File: src/rtl/data_island_scheduler.sv
// Data-island scheduler: once per line, after the active area, sequences preamble, leading
// guard band, N 32-pixel packets and trailing guard band. Also flags the frame's last pixel.
module data_island_scheduler #(
   parameter int FRAME_WIDTH  = 858,
   parameter int FRAME_HEIGHT = 525,
   parameter int SCREEN_WIDTH = 720,
   parameter int MAX_PACKETS  = 18
) (
   input  logic        clk_pixel,
   input  logic        reset,
   input  logic        enable,
   input  logic [11:0] cx,
   input  logic [10:0] cy,
   output logic [1:0]  mode,
   output logic        packet_enable,
   output logic [4:0]  packet_pixel_counter,
   output logic [4:0]  packet_index,
   output logic        video_field_end
);

   // Packets that fit in horizontal blanking, leaving room for the island overhead
   // and the video preamble that precedes the next active line.
   localparam int N_FIT      = (FRAME_WIDTH - SCREEN_WIDTH - 30) / 32;
   localparam int N          = (MAX_PACKETS < N_FIT) ? MAX_PACKETS : N_FIT;
   localparam bit HAS_ISLAND = (N >= 1);

   localparam logic [11:0] IS_CX    = 12'(SCREEN_WIDTH + 4);
   localparam logic [11:0] LAST_CX  = 12'(FRAME_WIDTH - 1);
   localparam logic [10:0] LAST_CY  = 11'(FRAME_HEIGHT - 1);
   localparam logic [9:0]  PKT_LAST = HAS_ISLAND ? 10'(32 * N - 1) : 10'd0;
   localparam logic [4:0]  LAST_IDX = HAS_ISLAND ? 5'(N - 1) : 5'd0;

   typedef enum logic [2:0] {
      S_IDLE,
      S_PREAMBLE,
      S_LEAD_GB,
      S_PACKET,
      S_TRAIL_GB
   } state_t;

   state_t     r_state;
   state_t     w_state_nxt;
   logic [9:0] r_cnt;
   logic [9:0] w_cnt_nxt;

   logic [1:0] w_mode_nxt;
   logic       w_pe_nxt;
   logic [4:0] w_ppc_nxt;
   logic [4:0] w_pidx_nxt;
   logic       w_vfe_nxt;
   logic       w_in_pkt;

   always_ff @(posedge clk_pixel) begin
      if (reset) begin
         r_state              <= S_IDLE;
         r_cnt                <= '0;
         mode                 <= 2'd0;
         packet_enable        <= 1'b0;
         packet_pixel_counter <= '0;
         packet_index         <= '0;
         video_field_end      <= 1'b0;
      end else begin
         r_state              <= w_state_nxt;
         r_cnt                <= w_cnt_nxt;
         mode                 <= w_mode_nxt;
         packet_enable        <= w_pe_nxt;
         packet_pixel_counter <= w_ppc_nxt;
         packet_index         <= w_pidx_nxt;
         video_field_end      <= w_vfe_nxt;
      end
   end

   // r_cnt counts cycles within the current phase; cx only matters for the start in IDLE,
   // so a cx match mid-island is ignored.
   always_comb begin
      w_state_nxt = r_state;
      w_cnt_nxt   = r_cnt + 10'd1;
      case (r_state)
         S_IDLE: begin
            w_cnt_nxt = '0;
            if (HAS_ISLAND && enable && (cx == IS_CX))
               w_state_nxt = S_PREAMBLE;
         end
         S_PREAMBLE: begin
            if (r_cnt == 10'd7) begin
               w_state_nxt = S_LEAD_GB;
               w_cnt_nxt   = '0;
            end
         end
         S_LEAD_GB: begin
            if (r_cnt == 10'd1) begin
               w_state_nxt = S_PACKET;
               w_cnt_nxt   = '0;
            end
         end
         S_PACKET: begin
            if (r_cnt == PKT_LAST) begin
               w_state_nxt = S_TRAIL_GB;
               w_cnt_nxt   = '0;
            end
         end
         S_TRAIL_GB: begin
            if (r_cnt == 10'd1) begin
               w_state_nxt = S_IDLE;
               w_cnt_nxt   = '0;
            end
         end
         default: begin
            w_state_nxt = S_IDLE;
            w_cnt_nxt   = '0;
         end
      endcase
   end

   // Outputs are decoded from the next state so they register alongside it.
   always_comb begin
      w_mode_nxt = 2'd0;
      case (w_state_nxt)
         S_PREAMBLE:            w_mode_nxt = 2'd1;
         S_LEAD_GB, S_TRAIL_GB: w_mode_nxt = 2'd2;
         S_PACKET:              w_mode_nxt = 2'd3;
         default:               w_mode_nxt = 2'd0;
      endcase
      w_in_pkt   = (w_state_nxt == S_PACKET);
      w_ppc_nxt  = w_in_pkt ? w_cnt_nxt[4:0] : 5'd0;
      w_pidx_nxt = w_in_pkt ? w_cnt_nxt[9:5] : 5'd0;
      // Pulse one cycle ahead of each packet's first pixel; none after the final packet.
      w_pe_nxt   = ((w_state_nxt == S_LEAD_GB) && (w_cnt_nxt == 10'd1)) ||
                   (w_in_pkt && (w_cnt_nxt[4:0] == 5'd31) && (w_cnt_nxt[9:5] < LAST_IDX));
      w_vfe_nxt  = (cx == LAST_CX) && (cy == LAST_CY);
   end

endmodule

File: config.mk
export PLATFORM = sky130hd
export DESIGN_NAME = data_island_scheduler
export DESIGN_NICKNAME = d
export VERILOG_FILES = /design/src/rtl/data_island_scheduler.sv
export SDC_FILE = /design/constraint.sdc
export NUM_CORES = 1
export LEC_CHECK = 0
export ABC_AREA = 1
export CAP_MARGIN = 0
export CORE_MARGIN = 2
export CORE_UTILIZATION = 50
export CTS_CLUSTER_DIAMETER = 200
export DETAILED_ROUTE_END_ITERATION = 10
export PLACE_DENSITY = 0.84
export SETUP_SLACK_MARGIN = 0.5
export SYNTH_ARGS = -nofsm -noshare
export SYNTH_HDL_FRONTEND = slang
export SYNTH_SLANG_ARGS = --single-unit
File: constraint.sdc
create_clock -name clk_pixel -period 4.4 [get_ports clk_pixel]
set_input_delay 0.66 -clock clk_pixel [delete_from_list [all_inputs] [get_ports clk_pixel]]
set_output_delay 0.66 -clock clk_pixel [all_outputs]
set_load 0.005 [all_outputs]
==> metrics.json <==
{
  "grtUsageMet2": {"value": 31.9, "unit": "%"},
  "clockRootBuffer": {"value": "sky130_fd_sc_hd__clkbuf_4"},
  "placement.io_buffers": {"value": 39},
  "clock_insertion_delay_worst_skew": {"value": 0.31, "unit": "ns"},
  "floorplan.initialDensity": {"value": 54.1, "unit": "%"},
  "place_hpwl": {"value": 2540, "unit": "µm"},
  "ff2ff_setup_slack": {"value": 2.40, "unit": "ns"},
  "worstMarginPinSlew": {"value": 0.346, "unit": "ns"},
  "finalSetupTns": {"value": 0, "unit": "ns"},
  "worstPathMaxFanout": {"value": 11},
  "cts_resized": {"value": 0},
  "fin_crit_sh": {"value": 45.6, "unit": "%"},
  "run_status": {"value": "finished, final reports clean"},
  "cts_made_buffers": {"value": 3},
  "dpl_worst_slack": {"value": 2.21, "unit": "ns"},
  "post_synth.cell_area_avg": {"value": 7.00, "unit": "µm²"},
  "hold_path_class": {"value": "reg2reg"},
  "relSlewSlack": {"value": 76.9, "unit": "%"},
  "nets_in_the_synthesized_netlist": {"value": 223},
  "ys_async_sr_fraction": {"value": 0, "unit": "%"},
  "total_global_routing_overflow": {"value": 0},
  "critical-path-max-stage-delay": {"value": 0.46, "unit": "ns"},
  "worst_hold_path.num_cells": {"value": 3},
  "synth_seq_cells": {"value": 27},
  "grt_pass1_wl": {"value": 5310, "unit": "µm"},
  "ir_worst_vdd": {"value": 0.226, "unit": "mV"},
  "sequential_cell_area_fraction_in_the_yosys_report": {"value": 39.6, "unit": "%"},
  "rr_worst_depth": {"value": 12},
  "remaining_drc_errors": {"value": 0},
  "synth_ff_type": {"value": "sky130_fd_sc_hd__dfxtp_1"},
  "cap_violations": {"value": 0},
  "yosysTopAreaCell": {"value": "sky130_fd_sc_hd__dfxtp_1"},
  "cts_buffer_depth": {"value": 2},
  "grtUsageMet3": {"value": 2.07, "unit": "%"},
  "path_clk_slew": {"value": 0.14, "unit": "ns"},
  "worst-endpoint-required": {"value": 4.63, "unit": "ns"},
  "layout.nets": {"value": 265},
  "timing.final.crit_period": {"value": 2.00, "unit": "ns"},
  "drt_wl_cell": {"value": 11.4, "unit": "µm"},
  "antennaDiodeCount": {"value": 0},
  "vias_per_cell": {"value": 4.94},
  "h_tree_level_count": {"value": 1},
  "dieArea": {"value": 3160, "unit": "µm²"},
  "critical-path-slowest-cell": {"value": "sky130_fd_sc_hd__dfxtp_1"},
  "postRouteAntennaNets": {"value": 0},
  "crit_path_cell_trace": {"value": "ha_1 -> nand2_2 -> nor2_4 -> nand3_2 -> nand2_2 -> nand3_2 -> nand2_1 -> inv_1 -> nand2_1 -> nor2_1 -> nand2_1 -> nor2_2"},
  "synth_edf_count": {"value": 0},
  "final.fill_count": {"value": 215},
  "antenna_found_initial": {"value": 0},
  "worst_ep_arrival_time": {"value": 2.23, "unit": "ns"},
  "worstSetupPathType": {"value": "reg2reg"},
  "worst_path_most_repeated_cell": {"value": "sky130_fd_sc_hd__nand2_1"},
  "floorplan.io_pins": {"value": 40},
  "postRouteWirelength": {"value": 3050, "unit": "µm"},
  "grt_start_max_net_pins": {"value": 15},
  "hold_path.startpoint": {"value": "r_cnt[0]$_SDFF_PP0_"},
  "layout-area-overhead-vs-synth": {"value": 32.6, "unit": "%"},
  "postPlaceCellArea": {"value": 1780, "unit": "µm²"},
  "finClkSkew": {"value": 0.00959, "unit": "ns"},
  "yosysUniqueCellTypes": {"value": 28},
  "synth.cell_area": {"value": 1370, "unit": "µm²"},
  "core": {"value": 2520, "unit": "µm²"},
  "rsz_0062_raised_after_global_routing": {"value": "false"},
  "power-per-cell-area": {"value": 207, "unit": "nW/µm²"},
  "post_synth_inst_count": {"value": 195},
  "floorplan.die.width": {"value": 56.3, "unit": "µm"},
  "synthDominantCellAreaShare": {"value": 39.6, "unit": "%"},
  "fp.dieH": {"value": 56.3, "unit": "µm"},
  "dr_total_vias": {"value": 1313},
  "worstSetupStartpoint": {"value": "r_cnt[0]$_SDFF_PP0_"},
  "end_kind": {"value": "flop"},
  "grtUsageTotal": {"value": 20.6, "unit": "%"},
  "gp_congestion": {"value": 0.865},
  "ctsHoldBuffers": {"value": 0},
  "hold_violations": {"value": 0},
  "reg2reg_to": {"value": "packet_enable$_SDFF_PP0_"},
  "netlist_top_cells_area": {"value": "sky130_fd_sc_hd__dfxtp_1 40%, sky130_fd_sc_hd__nand2_1 10%, sky130_fd_sc_hd__nor2_1 9.1%"},
  "setup.worst_path.start_class": {"value": "flop"},
  "clkSinkCount": {"value": 27},
  "layout_setup_ws": {"value": 2.40, "unit": "ns"},
  "timing.final.setup_violations": {"value": 0},
  "std_cell_rows": {"value": 18},
  "grt_pass1_vias": {"value": 1179},
  "r2r_start": {"value": "r_cnt[0]$_SDFF_PP0_"},
  "hold_path_end": {"value": "r_cnt[0]$_SDFF_PP0_"},
  "synth-warning-count": {"value": 0},
  "detail_route.first_pass.iterations": {"value": 4},
  "global_route.peak_usage_layer": {"value": "met2"},
  "fmax": {"value": 499, "unit": "MHz"},
  "final_max_slew_viol_count": {"value": 0},
  "leakagePower": {"value": 0.000792, "unit": "µW"},
  "final_layout_size_suffix_gt1_share": {"value": 13.1, "unit": "%"},
  "finish.instance_area": {"value": 1810, "unit": "µm²"},
  "tritoncts_clock_tree": {"value": "built"},
  "met1_usage": {"value": 29.9, "unit": "%"},
  "detailedRoute.firstIterationViolations": {"value": 82},
  "post-cts-setup-buffers": {"value": 0}
}
-- synth_stat cells (2+ instances only) --
| master | instances |
|---|---|
| sky130_fd_sc_hd__clkinv_1 | 2 |
| sky130_fd_sc_hd__nor4_1 | 2 |
| sky130_fd_sc_hd__nor2_1 | 33 |
| sky130_fd_sc_hd__inv_1 | 24 |
| sky130_fd_sc_hd__dfxtp_1 | 27 |
| sky130_fd_sc_hd__nand4_1 | 5 |
| sky130_fd_sc_hd__nand2_2 | 4 |
| sky130_fd_sc_hd__inv_2 | 6 |
| sky130_fd_sc_hd__nor2_2 | 6 |
| sky130_fd_sc_hd__ha_1 | 2 |
| sky130_fd_sc_hd__a21oi_1 | 4 |
| sky130_fd_sc_hd__nand3_2 | 5 |
| sky130_fd_sc_hd__nand3_1 | 13 |
| sky130_fd_sc_hd__nand2_4 | 2 |
| sky130_fd_sc_hd__nor3_1 | 8 |
| sky130_fd_sc_hd__nand2_1 | 37 |
| sky130_fd_sc_hd__o21ai_0 | 4 |
-- flip-flops by register name, summed over array words and instances (netlist names) --
signal                cells
r_cnt                    10
packet_index              5
packet_pixel_counter      5
r_state                   3
mode                      2
packet_enable             1
video_field_end           1
-- through the flow --
step / std cells / hold slack [ns] / util, % / power, µW
finish: 266 / 0.633 / 71.8 / 375
global route: 266 / 0.695 / 71.8 / 390
CTS: 266 / 0.623 / 71.8 / 377
detailed placement: 262 / 0.584 / 70.7 / 278
global placement: 262 / 0.585 / 70.7 / 277
floorplan: 195 / 0.541 / - / 255
-- area by class of cell --
class	instances	area (µm²)	area share, %
multi-input cells	133	691	38.1
inverters	33	125	6.91
flip-flops and latches	27	541	29.9
repair buffers	39	390	21.6
well taps	30	37.5	2.07
clock buffers	4	26.3	1.45
-- worst max-delay path: cells and delay by family, from the launching register on --
family / cells / cell delay [ns]
flops: 1 / 0.46
fa+ha+maj: 1 / 0.23
buf+inv: 1 / 0.08
simple gates: 10 / 1.16
-- power breakdown --
part | internal [µW] | total (µW) | switching, µW | leakage (µW)
combinational | 21.1 | 28.2 | 7.09 | 0.000559
clock | 35.4 | 103 | 67.3 | 0.0000150
sequential | 244 | 244 | 0.00421 | 0.000217
-- kinds of logic after synthesis --
kind of cell | Yosys count | synth area share [%]
fa+ha+maj | 2 | 1.83
flops | 27 | 39.6
xor+xnor | 1 | 0.642
simple gates | 118 | 42.0
compound gates | 12 | 6.14
buf+inv | 35 | 9.81
-- per-layer routing --
metal  vias up  share of wire (%)
li1        696                  -
met1       579                 49
met2        32                 46
met3         6                3.8
met4         0                1.5
met5         -                  0
-- layout by cell type (no fill, tap or decap), types with 2 or more instances in the layout --
cell type,count
sky130_fd_sc_hd__nand4_1,5
sky130_fd_sc_hd__clkdlybuf4s50_1,39
sky130_fd_sc_hd__dfxtp_1,27
sky130_fd_sc_hd__nand2_4,2
sky130_fd_sc_hd__inv_2,6
sky130_fd_sc_hd__clkinv_1,2
sky130_fd_sc_hd__nor4_1,2
sky130_fd_sc_hd__nor2_2,6
sky130_fd_sc_hd__nor2_1,33
sky130_fd_sc_hd__o21ai_0,4
sky130_fd_sc_hd__ha_1,2
sky130_fd_sc_hd__nand2_1,37
sky130_fd_sc_hd__a21oi_1,4
sky130_fd_sc_hd__clkbuf_4,3
sky130_fd_sc_hd__nor3_1,8
sky130_fd_sc_hd__nand2_2,4
sky130_fd_sc_hd__nand3_2,5
sky130_fd_sc_hd__inv_1,24
sky130_fd_sc_hd__nand3_1,13
-- how the worst max path moves through the flow --
stage / end / slack [ns] / depth (start not counted)
floorplan: packet_enable$_SDFF_PP0_ / 2.86 / 12
global placement: packet_enable$_SDFF_PP0_ / 2.28 / 8
global route: packet_enable$_SDFF_PP0_ / 2.22 / 12
CTS: packet_enable$_SDFF_PP0_ / 2.42 / 12
finish: packet_enable$_SDFF_PP0_ / 2.40 / 12
detailed placement: packet_enable$_SDFF_PP0_ / 2.21 / 8
No activity file was read; power rests on OpenSTA's default activity.
==> RTL change 1, RTL diff (same settings) <==
Change the parameter `FRAME_WIDTH` from 858 to 643.
--- a/src/rtl/data_island_scheduler.sv
+++ b/src/rtl/data_island_scheduler.sv
@@ -1,7 +1,7 @@
 // Data-island scheduler: once per line, after the active area, sequences preamble, leading
 // guard band, N 32-pixel packets and trailing guard band. Also flags the frame's last pixel.
 module data_island_scheduler #(
-   parameter int FRAME_WIDTH  = 858,
+   parameter int FRAME_WIDTH  = 643,
    parameter int FRAME_HEIGHT = 525,
    parameter int SCREEN_WIDTH = 720,
    parameter int MAX_PACKETS  = 18
Formal check against the unedited RTL: not equivalent (Yosys sat finds a counterexample within 4 cycles, from zero or initial values and one cycle with reset high).
==> RTL change 1 against the original RTL <==
Design area rose by 2.1%; sequential power barely moved; area after synthesis rose by 3.3%; setup slack improved by 150 ps; critical path depth fell by 6; routed wire length fell by 9.4%; clock skew fell by 4.4 ps; fmax rose by 7.8%; sequential cell count did not move; power fell by 1.1%; synthesized cell count fell by 7.2%; hold slack improved by 49 ps; count of clock-buffer cells in the layout fell by 1; first-iteration DRC count fell by 74%; largest cell class unchanged.
==> RTL change 1: results (changes against the original RTL) <==
[status]
status=finished clean  ; unchanged

[clock_tree]
cts_buffer_depth=2  ; unchanged
post_cts_buffers=0  ; unchanged
htreeDepth=1  ; unchanged
insertion_delay_ps=310  ; about the same

[grt]
grt_start_max_net_pins=24  ; was 15
antenna_found_initial=0  ; unchanged
grt.total_usage_pct=17.9  ; was 20.6%
grt_pass1_wl_mm=4.66  ; was 5.31 mm
grt_pass1_vias=1126  ; was 1179

[yosys]
synthesis.nets=210  ; was 223
syn_inst=181  ; was 195
yosys.area_share.adder_pct=2.66  ; was 1.83%
netlist_top_cells_area=dfxtp_1 (38%), inv_1 (6.7%), nand2_1 (6.7%)  ; was dfxtp_1 (40%), nand2_1 (10%), nor2_1 (9.1%)
ys_types=26  ; was 28
synth_xor_area_share_pct=0  ; was 0.642%
synth_compound_area_share_pct=6.48  ; was 6.14%
synthArstFlopShare_pct=0  ; unchanged
synth_common_cells=dfxtp_1 (27), inv_1 (25), nand2_1 (25)  ; was nand2_1 (37), nor2_1 (33), dfxtp_1 (27)
yosysSeqAreaShare_pct=38.3  ; was 39.6%

[hold_path]
hold_class=reg -> reg  ; unchanged
hp-start=r_cnt[8]$_SDFF_PP0_  ; was r_cnt[0]$_SDFF_PP0_
min_to=r_cnt[8]$_SDFF_PP0_  ; was r_cnt[0]$_SDFF_PP0_
hold_depth=4  ; was 3

[detailed_routing]
ant_nets=0  ; unchanged
drt_iter0_drc=21  ; was 82
dr_total_vias=1250  ; was 1313
postRouteWirelength_mm=2.76  ; was 3.05 mm

[timing]
fin_hold_ws_ps=682  ; was 633 ps
slew_headroom_pct=47.6  ; was 76.9%
fin_worst_skew_ps=5.15  ; was 9.59 ps

[placement]
gp_congestion=0.798  ; was 0.865
dp_hpwl_mm=2.25  ; was 2.54 mm
io_buffers=38  ; was 39
place_inst=248  ; was 262

[cells_and_area]
reg_top3=r_cnt x10, packet_index x5, packet_pixel_counter x5  ; unchanged
fill_cells=230  ; was 215
final_cells=252  ; was 266
layout-drive-gt1-share_pct=19.0  ; was 13.1%

[pwr]
leakage_nw=0.776  ; was 0.792 nW
irDropWorstVdd_mv=0.248  ; was 0.226 mV

[setup_path]
critPathMaxFanout=23  ; was 11
reg2reg_to=packet_index[2]$_SDFF_PP0_  ; was packet_enable$_SDFF_PP0_
worst_r2r_path_depth=10  ; was 12
rrSetupSlack_ps=2690  ; was 2400 ps
crit_arrival_ps=2130  ; was 2230 ps

## RTL change 1: changes by cell type in the layout (fill, tap and decap cells not counted), sizes merged, moves of 2 or more
cell and change:
nor2 -7, o21bai +2, nand4 -3, nor4 +2
nand2 -10, nor3 +3, nand3 +4
## RTL change 1: logic make-up (layout without fill, tap and decap cells)
group           Yosys count  count (layout)
simple gates            107             107
fa+ha+maj                 3               3
flops                    27              27
buf+inv                  33              73
compound gates           11              11
## RTL change 1: worst max-delay path by stage
stage,from,endpoint,depth (start not counted)
after detailed placement,reset,packet_enable$_SDFF_PP0_,6
after global routing,reset,packet_enable$_SDFF_PP0_,6
final,reset,packet_enable$_SDFF_PP0_,6
after global placement,reset,packet_enable$_SDFF_PP0_,6
after CTS,reset,packet_enable$_SDFF_PP0_,6
after floorplan,r_cnt[0]$_SDFF_PP0_,packet_index[0]$_SDFF_PP0_,10
## RTL change 1: area by class of cell
class                           count  area, um2  share of cell area (%)
Timing Repair Buffer               38        380                    20.6
Inverter                           31        119                    6.43
Tap cell                           31       38.8                    2.10
Clock buffer                        3       22.5                    1.22
Multi-Input combinational cell    121        743                    40.2
Clock inverter                      1       5.00                   0.271
Sequential cell                    27        541                    29.2
## RTL change 1: report_power, final
part,switching [W],internal (W)
combinational,0.00000680,0.0000197
sequential,0.000000000000277,0.000244
clock,0.0000662,0.0000340
## RTL change 1: critical path, cell delays in order
cell and delay (ps):
clkdlybuf4s50_1 810, nor2_1 290, nand2_2 100, nor2_2 100, nand3_2 70, nor2_2 90
## RTL change 1: per-layer routing
metal,vias up,share of wire (%),global-route usage (%)
li1,658,-,-
met1,567,47,24.0
met2,22,50,30.0
met3,3,2.7,2.49
met4,0,0.44,4.98
met5,-,0,0
## RTL change 1: metrics by stage
step | total power, W | setup slack, ps | cell area (um2)
5_1_grt | 0.000388 | 2420 | 1850
2_1_floorplan | 0.000255 | 2940 | 1410
3_5_place_dp | 0.000277 | 2190 | 1820
3_3_place_gp | 0.000276 | 2220 | 1820
6_report | 0.000371 | 2540 | 1850
4_1_cts | 0.000376 | 2490 | 1850
==> RTL change 2, RTL diff (same settings) <==
Without the edit above. Remove the register `packet_pixel_counter`: a continuous assignment takes its place, so the output `packet_pixel_counter` follows one clock earlier.
--- a/src/rtl/data_island_scheduler.sv
+++ b/src/rtl/data_island_scheduler.sv
@@ -56,7 +56,6 @@
          r_cnt                <= '0;
          mode                 <= 2'd0;
          packet_enable        <= 1'b0;
-         packet_pixel_counter <= '0;
          packet_index         <= '0;
          video_field_end      <= 1'b0;
       end else begin
@@ -64,11 +63,12 @@
          r_cnt                <= w_cnt_nxt;
          mode                 <= w_mode_nxt;
          packet_enable        <= w_pe_nxt;
-         packet_pixel_counter <= w_ppc_nxt;
          packet_index         <= w_pidx_nxt;
          video_field_end      <= w_vfe_nxt;
       end
    end
+
+   assign packet_pixel_counter = w_ppc_nxt;
 
    // r_cnt counts cycles within the current phase; cx only matters for the start in IDLE,
    // so a cx match mid-island is ignored.
Function: no difference found for any inputs over 10 cycles, from zero or initial values and one cycle with reset high; that may be too few to reach the edited logic, so the function may still have changed.
==> RTL change 2 against the original RTL <==
Critical path depth is 3 lower; global-route usage is 3.0 points higher; power is 2.0% higher; sequential power is 18% lower; design area is 2.6% lower; routed wire length is 3.5% lower; hold slack better by 19 ps; setup slack worse by 1200 ps; area after synthesis is 4.7% lower; sequential cell count is 5 lower.
==> RTL change 2: results (changes against the original RTL) <==
[timing]
fin_hold_ws_ps=652  ; was 633 ps
slew_headroom_pct=63.1  ; was 76.9%
fin_worst_skew_ps=4.51  ; was 9.59 ps
timing.fmax_ghz=0.311  ; was 0.499 GHz

[yosys]
muxShareOfSynthArea_pct=0  ; unchanged
synth_edf_count=0  ; unchanged
yosysSeqAreaShare_pct=33.8  ; was 39.6%
synth_common_cells=nand2_1 (47), nor2_1 (44), inv_1 (33)  ; was nand2_1 (37), nor2_1 (33), dfxtp_1 (27)
netlist_top_cells_area=dfxtp_1 (34%), nand2_1 (14%), nor2_1 (13%)  ; was dfxtp_1 (40%), nand2_1 (10%), nor2_1 (9.1%)
yosys.area_share.adder_pct=1.92  ; was 1.83%
synth_xor_area_share_pct=0.673  ; was 0.642%
synthesis.nets=235  ; was 223
ys_types=25  ; was 28
synth_compound_area_share_pct=5.96  ; was 6.14%
synthArstFlopShare_pct=0  ; unchanged

[cells_and_area]
fill_cells=202  ; was 215
layout-drive-gt1-share_pct=6.07  ; was 13.1%
nets=276  ; was 265
reg_top3=r_cnt x10, packet_index x5, r_state x3  ; was r_cnt x10, packet_index x5, packet_pixel_counter x5

[hold_path]
hold_depth=4  ; was 3
hp-start=r_state[2]$_SDFF_PP0_  ; was r_cnt[0]$_SDFF_PP0_
min_to=r_state[2]$_SDFF_PP0_  ; was r_cnt[0]$_SDFF_PP0_

[placement]
dp_hpwl_mm=2.46  ; was 2.54 mm
gp_congestion=0.883  ; was 0.865
dp_slack_ps=1400  ; was 2210 ps
place_area_um2=1710  ; was 1780 um2
io_buffers=39  ; unchanged

[detailed_routing]
wl_per_cell_um=10.6  ; was 11.4 um
via_per_inst=5.06  ; was 4.94
drt_iter0_drc=26  ; was 82

[clock_tree]
clock-root-buffer=clkbuf_4  ; unchanged
cts_buffers=3  ; unchanged
clk_pin_slew_worst_paths_ps=120  ; was 140 ps

[setup_path]
crit_arrival_ps=2560  ; was 2230 ps
crit-reg2reg-launch=r_cnt[0]$_SDFF_PP0_  ; unchanged
reg2reg_to=packet_enable$_SDFF_PP0_  ; unchanged
cpPeakStageDelay_ps=540  ; was 460 ps
worst_r2r_path_depth=9  ; was 12
critPathMaxFanout=12  ; was 11
cpMaxStageDelayCell=clkdlybuf4s50_1  ; was dfxtp_1

[grt]
grt.total_usage_pct=23.6  ; was 20.6%
grt_pass1_wl_mm=5.19  ; was 5.31 mm
grt_pass1_vias=1320  ; was 1179

[run]
cap_violations=0  ; unchanged

[pwr]
irDropWorstVdd_mv=0.187  ; was 0.226 mV
leakage_nw=0.774  ; was 0.792 nW
p_switching_w=0.0000698  ; was 0.0000744 W

[status]
status=finished clean  ; unchanged

==> RTL change 2: changes by cell type in the layout (fill, tap and decap cells not counted), moves of 5 or more <==
| cell | unedited run | this run |
|---|---|---|
| dfxtp_1 | 27 | 22 |
| inv_1 | 24 | 33 |
| inv_2 | 6 | 0 |
| nand2_1 | 37 | 47 |
| nor2_1 | 33 | 44 |
| nor2_2 | 6 | 1 |
| nor3_1 | 8 | 2 |
==> RTL change 2: cell families after synthesis <==
family	Yosys count
DFF	22
xor gates and xnor gates	1
and+or+nand+nor	132
AOI/OAI and AO/OA	13
adders and majority gates	2
buffers and inverters	37
==> RTL change 2: power by group through the flow <==
stage / combinational (W) / clock [W] / sequential, W
floorplan: 0.00000650 / 0 / 0.000204
global route: 0.0000343 / 0.000165 / 0.000199
detailed placement: 0.0000310 / 0 / 0.000204
CTS: 0.0000310 / 0.000157 / 0.000199
finish: 0.0000308 / 0.000153 / 0.000199
global placement: 0.0000306 / 0 / 0.000204
==> RTL change 2: stage by stage <==
step | util, % | std cells
after floorplan | - | 207
after global placement | 69.0 | 273
after detailed placement | 69.0 | 273
after CTS | 71.2 | 277
after global routing | 71.2 | 277
final | 71.2 | 277
==> RTL change 2: tightest hold or removal path: cells and delay by family, from the launching register on <==
family / cells / cell delay [ps]
buffers and inverters: 1 / 70
flip-flops: 1 / 380
AND/OR/NAND/NOR: 3 / 190
==> RTL change 2: metal layers <==
layer  vias to the layer above  part of all wire, %  track usage [%]
met5                         -                    0                0
li1                        728                    -                -
met2                        51                   47             43.5
met4                         0                 0.72             5.28
met3                         2                  8.3             6.72
met1                       621                   44             26.7
==> RTL change 2: final cells by class <==
cell class                      count  area, um2  share of cell area (%)
Multi-Input combinational cell    148        714                    40.5
Tap cell                           30       37.5                    2.13
Inverter                           34        128                    7.24
Clock buffer                        3       22.5                    1.28
Timing Repair Buffer               39        390                    22.1
Clock inverter                      1       30.0                    1.70
Sequential cell                    22        440                    25.0
==> RTL change 2: how the worst max path moves through the flow <==
stage / slack (ps) / start / end
CTS: 1170 / r_cnt[0]$_SDFF_PP0_ / packet_pixel_counter[3]
detailed placement: 1400 / cx[9] / packet_pixel_counter[3]
finish: 1180 / r_cnt[0]$_SDFF_PP0_ / packet_pixel_counter[3]
global placement: 1420 / cx[9] / packet_pixel_counter[3]
global route: 970 / r_cnt[0]$_SDFF_PP0_ / packet_pixel_counter[3]
floorplan: 2340 / r_cnt[1]$_SDFF_PP0_ / packet_pixel_counter[3]
